===== src/rtl/ahb_slave_if.sv =====
// rtl/ahb_slave_if.sv - AHB responder: address-phase capture, backend valid/ready request, wait states and ERROR response
module ahb_slave_if #(
  parameter int AHB_ADDR_WIDTH   = 32,
  parameter int AHB_DATA_WIDTH   = 32,
  parameter int AHB_WAIT_TIMEOUT = 6
) (
  input  logic                      ahb_clk_in,
  input  logic                      ahb_rstn_in,
  input  logic                      ahb_sel_in,
  input  logic [AHB_ADDR_WIDTH-1:0] ahb_addr_in,
  input  logic [1:0]                ahb_trans_in,
  input  logic [2:0]                ahb_burst_in,
  input  logic [2:0]                ahb_size_in,
  input  logic                      ahb_write_in,
  input  logic [AHB_DATA_WIDTH-1:0] ahb_wdata_in,
  input  logic                      ahb_ready_in,
  output logic                      ahb_readyout_out,
  output logic                      ahb_resp_out,
  output logic [AHB_DATA_WIDTH-1:0] ahb_rdata_out,
  output logic                      other_valid_out,
  output logic                      other_write_out,
  output logic [AHB_ADDR_WIDTH-1:0] other_addr_out,
  output logic [2:0]                other_size_out,
  output logic [AHB_DATA_WIDTH-1:0] other_wdata_out,
  input  logic                      other_ready_in,
  input  logic                      other_error_in,
  input  logic [AHB_DATA_WIDTH-1:0] other_rdata_in
);

  localparam int MAX_SIZE = $clog2(AHB_DATA_WIDTH / 8);
  localparam int CNT_W    = $clog2(AHB_WAIT_TIMEOUT);

  typedef enum logic [2:0] {
    S_IDLE,
    S_ACCESS,
    S_DONE,
    S_ERR1,
    S_ERR2
  } state_t;

  state_t                    r_state;
  state_t                    w_next;
  logic [CNT_W-1:0]          r_cnt;
  logic [AHB_ADDR_WIDTH-1:0] r_addr;
  logic                      r_write;
  logic [2:0]                r_size;
  logic [AHB_DATA_WIDTH-1:0] r_rdata;

  logic                      w_accept;
  logic                      w_legal;
  logic                      w_size_ok;
  logic                      w_aligned;
  logic                      w_timeout;
  logic [AHB_ADDR_WIDTH-1:0] w_align_mask;
  logic                      w_unused;

  assign w_unused = ^{ahb_burst_in, ahb_trans_in[0]};

  // HTRANS[1] set means NONSEQ or SEQ; IDLE/BUSY fall through as zero-wait OKAY
  always_comb begin
    w_accept = ((r_state == S_IDLE) || (r_state == S_DONE) || (r_state == S_ERR2)) &&
               ahb_sel_in && ahb_ready_in && ahb_trans_in[1];
    w_size_ok    = (int'(ahb_size_in) <= MAX_SIZE);
    w_align_mask = (AHB_ADDR_WIDTH'(1) << ahb_size_in) - AHB_ADDR_WIDTH'(1);
    w_aligned    = ((ahb_addr_in & w_align_mask) == '0);
    w_legal      = w_size_ok && w_aligned;
    w_timeout    = (r_cnt == CNT_W'(AHB_WAIT_TIMEOUT - 1));
  end

  always_comb begin
    w_next = r_state;
    case (r_state)
      S_IDLE, S_DONE, S_ERR2: begin
        if (w_accept) begin
          w_next = w_legal ? S_ACCESS : S_ERR1;
        end else begin
          w_next = S_IDLE;
        end
      end
      S_ACCESS: begin
        if (other_ready_in) begin
          w_next = other_error_in ? S_ERR1 : S_DONE;
        end else if (w_timeout) begin
          w_next = S_ERR1;
        end
      end
      S_ERR1:  w_next = S_ERR2;
      default: w_next = S_IDLE;
    endcase
  end

  always_ff @(posedge ahb_clk_in or negedge ahb_rstn_in) begin
    if (!ahb_rstn_in) begin
      r_state <= S_IDLE;
      r_cnt   <= '0;
      r_addr  <= '0;
      r_write <= 1'b0;
      r_size  <= '0;
      r_rdata <= '0;
    end else begin
      r_state <= w_next;
      if (w_accept) begin
        r_addr  <= ahb_addr_in;
        r_write <= ahb_write_in;
        r_size  <= ahb_size_in;
      end
      // Counter only runs while we remain in ACCESS, so every entry starts from zero
      if ((r_state == S_ACCESS) && (w_next == S_ACCESS)) begin
        r_cnt <= r_cnt + CNT_W'(1);
      end else begin
        r_cnt <= '0;
      end
      if ((r_state == S_ACCESS) && other_ready_in && !other_error_in && !r_write) begin
        r_rdata <= other_rdata_in;
      end
    end
  end

  always_comb begin
    ahb_readyout_out = !((r_state == S_ACCESS) || (r_state == S_ERR1));
    ahb_resp_out     = (r_state == S_ERR1) || (r_state == S_ERR2);
    other_valid_out  = (r_state == S_ACCESS);
  end

  assign ahb_rdata_out   = r_rdata;
  assign other_write_out = r_write;
  assign other_addr_out  = r_addr;
  assign other_size_out  = r_size;
  assign other_wdata_out = ahb_wdata_in;

endmodule


===== config.mk =====
export PLATFORM = sky130hd
export DESIGN_NAME = ahb_slave_if
export DESIGN_NICKNAME = d
export VERILOG_FILES = /design/src/rtl/ahb_slave_if.sv
export SDC_FILE = /design/constraint.sdc
export NUM_CORES = 1
export LEC_CHECK = 0
export CAP_MARGIN = 20
export CORE_ASPECT_RATIO = 0.75
export CORE_UTILIZATION = 35
export DETAILED_ROUTE_END_ITERATION = 8
export DONT_BUFFER_PORTS = 1
export GPL_TIMING_DRIVEN = 1
export PLACE_DENSITY_LB_ADDON = 0.05
export SLEW_MARGIN = 20
export SYNTH_ARGS = -nofsm -noshare
export SYNTH_HDL_FRONTEND = slang
export SYNTH_SLANG_ARGS = --single-unit

===== constraint.sdc =====
create_clock -name ahb_clk_in -period 2.5 [get_ports ahb_clk_in]
set_clock_uncertainty 0.15 [all_clocks]
set_input_delay 0.625 -clock ahb_clk_in [delete_from_list [all_inputs] [get_ports ahb_clk_in]]
set_output_delay 0.625 -clock ahb_clk_in [all_outputs]
set_load 0.02 [all_outputs]

# After elaboration in Yosys (flattened, before gate mapping)
# Index checks and enable logic that the tools add are counted.
[classes]
n_addsub = 2
magnitude_cmp = 1
eq_ne = 6
shift = 1
mux = 7
n_bitwise = 1
reduce_logical = 18
[op_table]
columns = ["op", "count"]
rows = [
  ["32-bit bitwise AND", 1],
  ["32-bit logical NOT", 1],
  ["1-bit by 3-bit left shift with 32-bit output (first input constant)", 1],
  ["32-bit by 2-bit subtractor with 32-bit output (second input constant)", 1],
  ["3-bit 2-to-1 mux", 3],
  ["3-bit one-hot mux with 3 select lines", 1],
  ["1-bit logical AND", 8],
  ["3-bit by 1-bit equality test with 1-bit output (second input constant)", 2],
  ["3-bit by 2-bit equality test with 1-bit output (second input constant)", 2],
  ["3-bit equality test (second input constant)", 2],
  ["1-bit logical OR", 4],
  ["2-bit 2-to-1 mux", 2],
  ["3-bit by 1-bit adder with 3-bit output (second input constant)", 1],
  ["3-bit by 2-bit less-or-equal comparator with 1-bit output (second input constant)", 1],
  ["1-bit logical NOT", 3],
  ["3-bit logical NOT", 1],
  ["3-bit OR reduction", 1],
  ["1-bit 2-to-1 mux", 1],
]
[totals]
regBits = 74
input_bits = 111
word_cells = 42

# Depth between registers and ports, before layout
[depth]
depth_word = 11
depth_mapped = 7
mapped_depth_nobuf = 7

# Worst setup path after synthesis
# Ideal clock, no wire load.
[synth_timing]
kind = "flip-flop to flip-flop"
start = "register r_state[2]"
end = "register r_rdata[10], in the netlist ahb_rdata_out[10]"
setup_ps = 125
arrival_ps = 1800
t_required_ps = 2225
path_slack_ps = 425
stages_incl_launch_ff = 7
period_less_slack_ps = 2075
cell_sequence = "dfrtp_1 > nand2b_4 > nor2_4 > or4b_1 > buf_6 > buf_12 > mux2_4"
[synth_between]
elab_chain_len = 4
[synth_rtl]
columns = ["element", "line", "text"]
rows = [
  ["start, declared", "41", "state_t r_state;"],
  ["start signal, assigned", "101", "r_state <= w_next;"],
  ["3-bit by 1-bit equality test with 1-bit output", "--", ""],
  ["via other_valid_out", "20", "output logic other_valid_out,"],
  ["1-bit logical AND (3 in series)", "113", "if ((r_state == S_ACCESS) && other_ready_in && !other_error_in && !r_write) begin"],
  ["end signal, assigned", "114", "r_rdata <= other_rdata_in;"],
  ["end, declared", "47", "logic [AHB_DATA_WIDTH-1:0] r_rdata;"],
]
# The timed path passes the listed nets, and every way through them passes these cells.
# A chain may end at the register's enable or synchronous reset.

# Final worst setup path
[layout_timing]
start = "register r_state[2]"
end = "register r_rdata[23], in the netlist ahb_rdata_out[23]"
[layout_between]
elab_chain_len = 4
[layout_rtl]
columns = ["element", "line"]
rows = [
  ["3-bit by 1-bit equality test with 1-bit output", "113"],
  ["1-bit logical AND (3 in series)", "113"],
]
# Every way passes these cells.

==> metrics.yaml <==
drcViolationCount: 0
dpl.hpwl_um: 4500
initial_core_util: 0.364
synth_cell_types: 28
slew_violations: 0
violations: "hold timing"
synth_cells: 229
final_area_mm2: 0.00355
critical_path_buf_inv_count: 1
grt_max_degree: 75
cpMaxStageDelayCell: "or4b_2"
worst_setup_path_end_kind: "flip-flop"
synth_top_area_cell: "dfrtp_1"
place.gp.congestion: 0.691
reg2reg_depth: 5
p_int_mw: 3.03
syn_area_mm2: 0.00333
fmax_mhz: 457
yosys.area_share.simple: 0.0376
met1_length_um: 2470
antennaDiodeCount: 0
wire_per_inst_um: 18.7
grt_pass1_wl_um: 9620
switching_share: 0.325
holdWs_ns: -0.155
dr_wl_met2_um: 2990
clk_pin_slew_ns: 0.06
fp-row-count: 30
power.density_mw_per_mm2: 1270
drive_gt1_frac: 0.433
grt_usage: 0.132
cts.path.max_buffers: 2
period_needed_ns: 2.19
hold_path.class: "input port to async pin"
crit_path_start_kind: "flip-flop"
grt_overflow: 0
rsz0062_at_grt: "false"
yosys_warnings: 0
fp.coreArea_mm2: 0.00916
synth_area_per_cell_um2: 14.5
cts_resized: 0
cts_tree: "yes"
antenna_left: 0
critPathTopFamily: "simple AND/OR/NAND/NOR gates"
ys_seq_area_frac: 0.556
finalSetupViolCount: 0
critPathKind: "flip-flop to flip-flop"
die_h_um: 86.5
cts_setup_buffers: 0
dr_total_vias: 1640
power_frac_comb: 0.140
finalSetupTns_ns: 0
first_iter_violations: 64
cp_max_fo: 32
highest_layer: "met4"
grt_pass1_vias: 1784
synthAdderAreaFrac: 0.0150
dr.pass1.iters: 6
p_switching_mw: 1.46
yosysTopAreaCellShare: 0.556
maxCapViolCount: 0
worstPathArrival_ns: 2.24
die_w_um: 115
port-buffer-count: 0
root_buffer: "clkbuf_16"
ios: 214
synth_top_family_by_area: "multiplexers"
synthXorXnorAreaFrac: 0.00263
die-area_mm2: 0.00991
yosys-top-cells-area: "dfrtp_1 (56%), mux2_4 (14%), mux2_2 (12%), buf_4 (7.2%), buf_12 (1.8%)"
required_ns: 2.55
irDropWorstVdd_mv: 0.429
status: "complete, but fails checks"
clkPwrFrac: 0.314
reg2reg_from: "r_state[2]$_DFF_PN0_"
clk_latency_ns: 0.32
hold_violations: 74
ys_ff_latch: 74
synth_compound_area_frac: 0.0304
h-tree-depth: 3
min_period_over_period: 0.875
cellLeakagePower_nw: 1.68
worst_pin_slew_ns: 0.352
r2r_setup_slack_ns: 0.31
slew_headroom: 0.759
syn_to_final_growth_pct: 6.61
cp_slowest_stage_delay_ns: 0.63
num-fill-cells: 884
wirelength_um: 6280
wl_met3_um: 606
path_cells: "nand2b_4, nor2_4, or4b_2, buf_12, mux2_4"
cts_sinks: 74
rr_endpoint: "ahb_rdata_out[23]$_DFFE_PN0P_"
synth_mux_area_frac: 0.254
placedInstanceArea_mm2: 0.00321
cts_made_buffers: 9
avgViaCountPerCell: 4.88
sequentialPowerShare: 0.546
fin_nets: 318
synthesis.nets: 344
grt_antenna_before_repair: 0
Yosys cell counts (all sizes together):
cell and count:
a2111oi 1, a211oi 1, a21o 3, a21oi 1
buf 36, clkbuf 4, dfrtp 74, ha 4
inv 6, mux2 65, nand2 10, nand2b 1
nand3 3, nand4b 1, nor2 7, o21a 1
o21ai 5, o221ai 1, o22ai 1, o31ai 1
or2 1, or4b 1, xnor2 1
cell type report:
type | count | area (um2) | area share
clock buffers | 12 | 267 | 0.0751
clock inverters | 4 | 72.6 | 0.0204
repair buffers | 3 | 47.5 | 0.0134
flip-flops and latches | 74 | 1850 | 0.521
multi-input cells | 109 | 1130 | 0.318
inverters | 6 | 22.5 | 0.00634
well taps | 128 | 160 | 0.0451
cells by family after synthesis:
logic type / after synthesis
flip-flops: 74
multiplexers: 65
buffers and inverters: 46
AND/OR/NAND/NOR: 24
AO/OA/AOI/OAI: 15
adder cells (fa/ha/maj): 4
XOR/XNOR: 1
power groups by stage:
stage	registers (mW)	logic (mW)	clock network, mW
finish	2.45	0.630	1.41
global route	2.50	0.694	1.53
CTS	2.46	0.642	1.47
detailed placement	2.48	0.636	0
global placement	2.48	0.612	0
floorplan	2.37	0.646	0
flip-flops by register name (all words and copies together) (netlist names):
| register | cells |
|---|---|
| ahb_rdata_out | 32 |
| other_addr_out | 32 |
| other_size_out | 3 |
| other_write_out | 1 |
| r_cnt | 3 |
| r_state | 3 |
how the worst max path moves through the flow:
stage	cells past startpoint	from	slack, ns	end
6_report	5	r_state[2]$_DFF_PN0_	0.31	ahb_rdata_out[23]$_DFFE_PN0P_
4_1_cts	5	r_state[2]$_DFF_PN0_	0.30	ahb_rdata_out[23]$_DFFE_PN0P_
5_1_grt	5	r_state[2]$_DFF_PN0_	0.23	ahb_rdata_out[29]$_DFFE_PN0P_
2_1_floorplan	6	r_state[2]$_DFF_PN0_	0.43	ahb_rdata_out[10]$_DFFE_PN0P_
3_5_place_dp	4	other_ready_in	0.31	ahb_rdata_out[23]$_DFFE_PN0P_
3_3_place_gp	4	other_ready_in	0.32	ahb_rdata_out[12]$_DFFE_PN0P_
metal layers:
layer,global-route usage,vias up
met5,0,-
met1,0.154,821
met2,0.197,87
li1,-,698
met4,0.0720,0
met3,0.0657,34
stage by stage:
stage                     worst slack (ns)  total power, mW   util  hold WS, ns  instances
after floorplan                      0.425             3.02      -        0.179        229
after global placement               0.317             3.09  0.351        0.181        320
after detailed placement             0.312             3.11  0.351        0.181        320
after CTS                            0.299             4.57  0.388       -0.176        336
after global routing                 0.227             4.73  0.388       -0.182        336
final                                0.312             4.50  0.388       -0.155        336
layout by cell type, fill, tap and decap left out, types with 3 or more instances in the layout:
| cell type | instances |
|---|---|
| o21ai_0 | 5 |
| nand2_1 | 10 |
| clkbuf_8 | 3 |
| mux2_4 | 30 |
| mux2_2 | 35 |
| nand3_1 | 3 |
| inv_1 | 6 |
| clkbuf_16 | 9 |
| nor2_1 | 6 |
| ha_1 | 4 |
| dfrtp_1 | 74 |
worst register-to-register path, delay by kind of cell, from the launching register on:
family	cells	cell delay [ns]
buffers and inverters	1	0.22
flip-flops	1	0.41
AND/OR/NAND/NOR	3	0.95
multiplexers	1	0.34
Power figures use the tool's default switching activity.
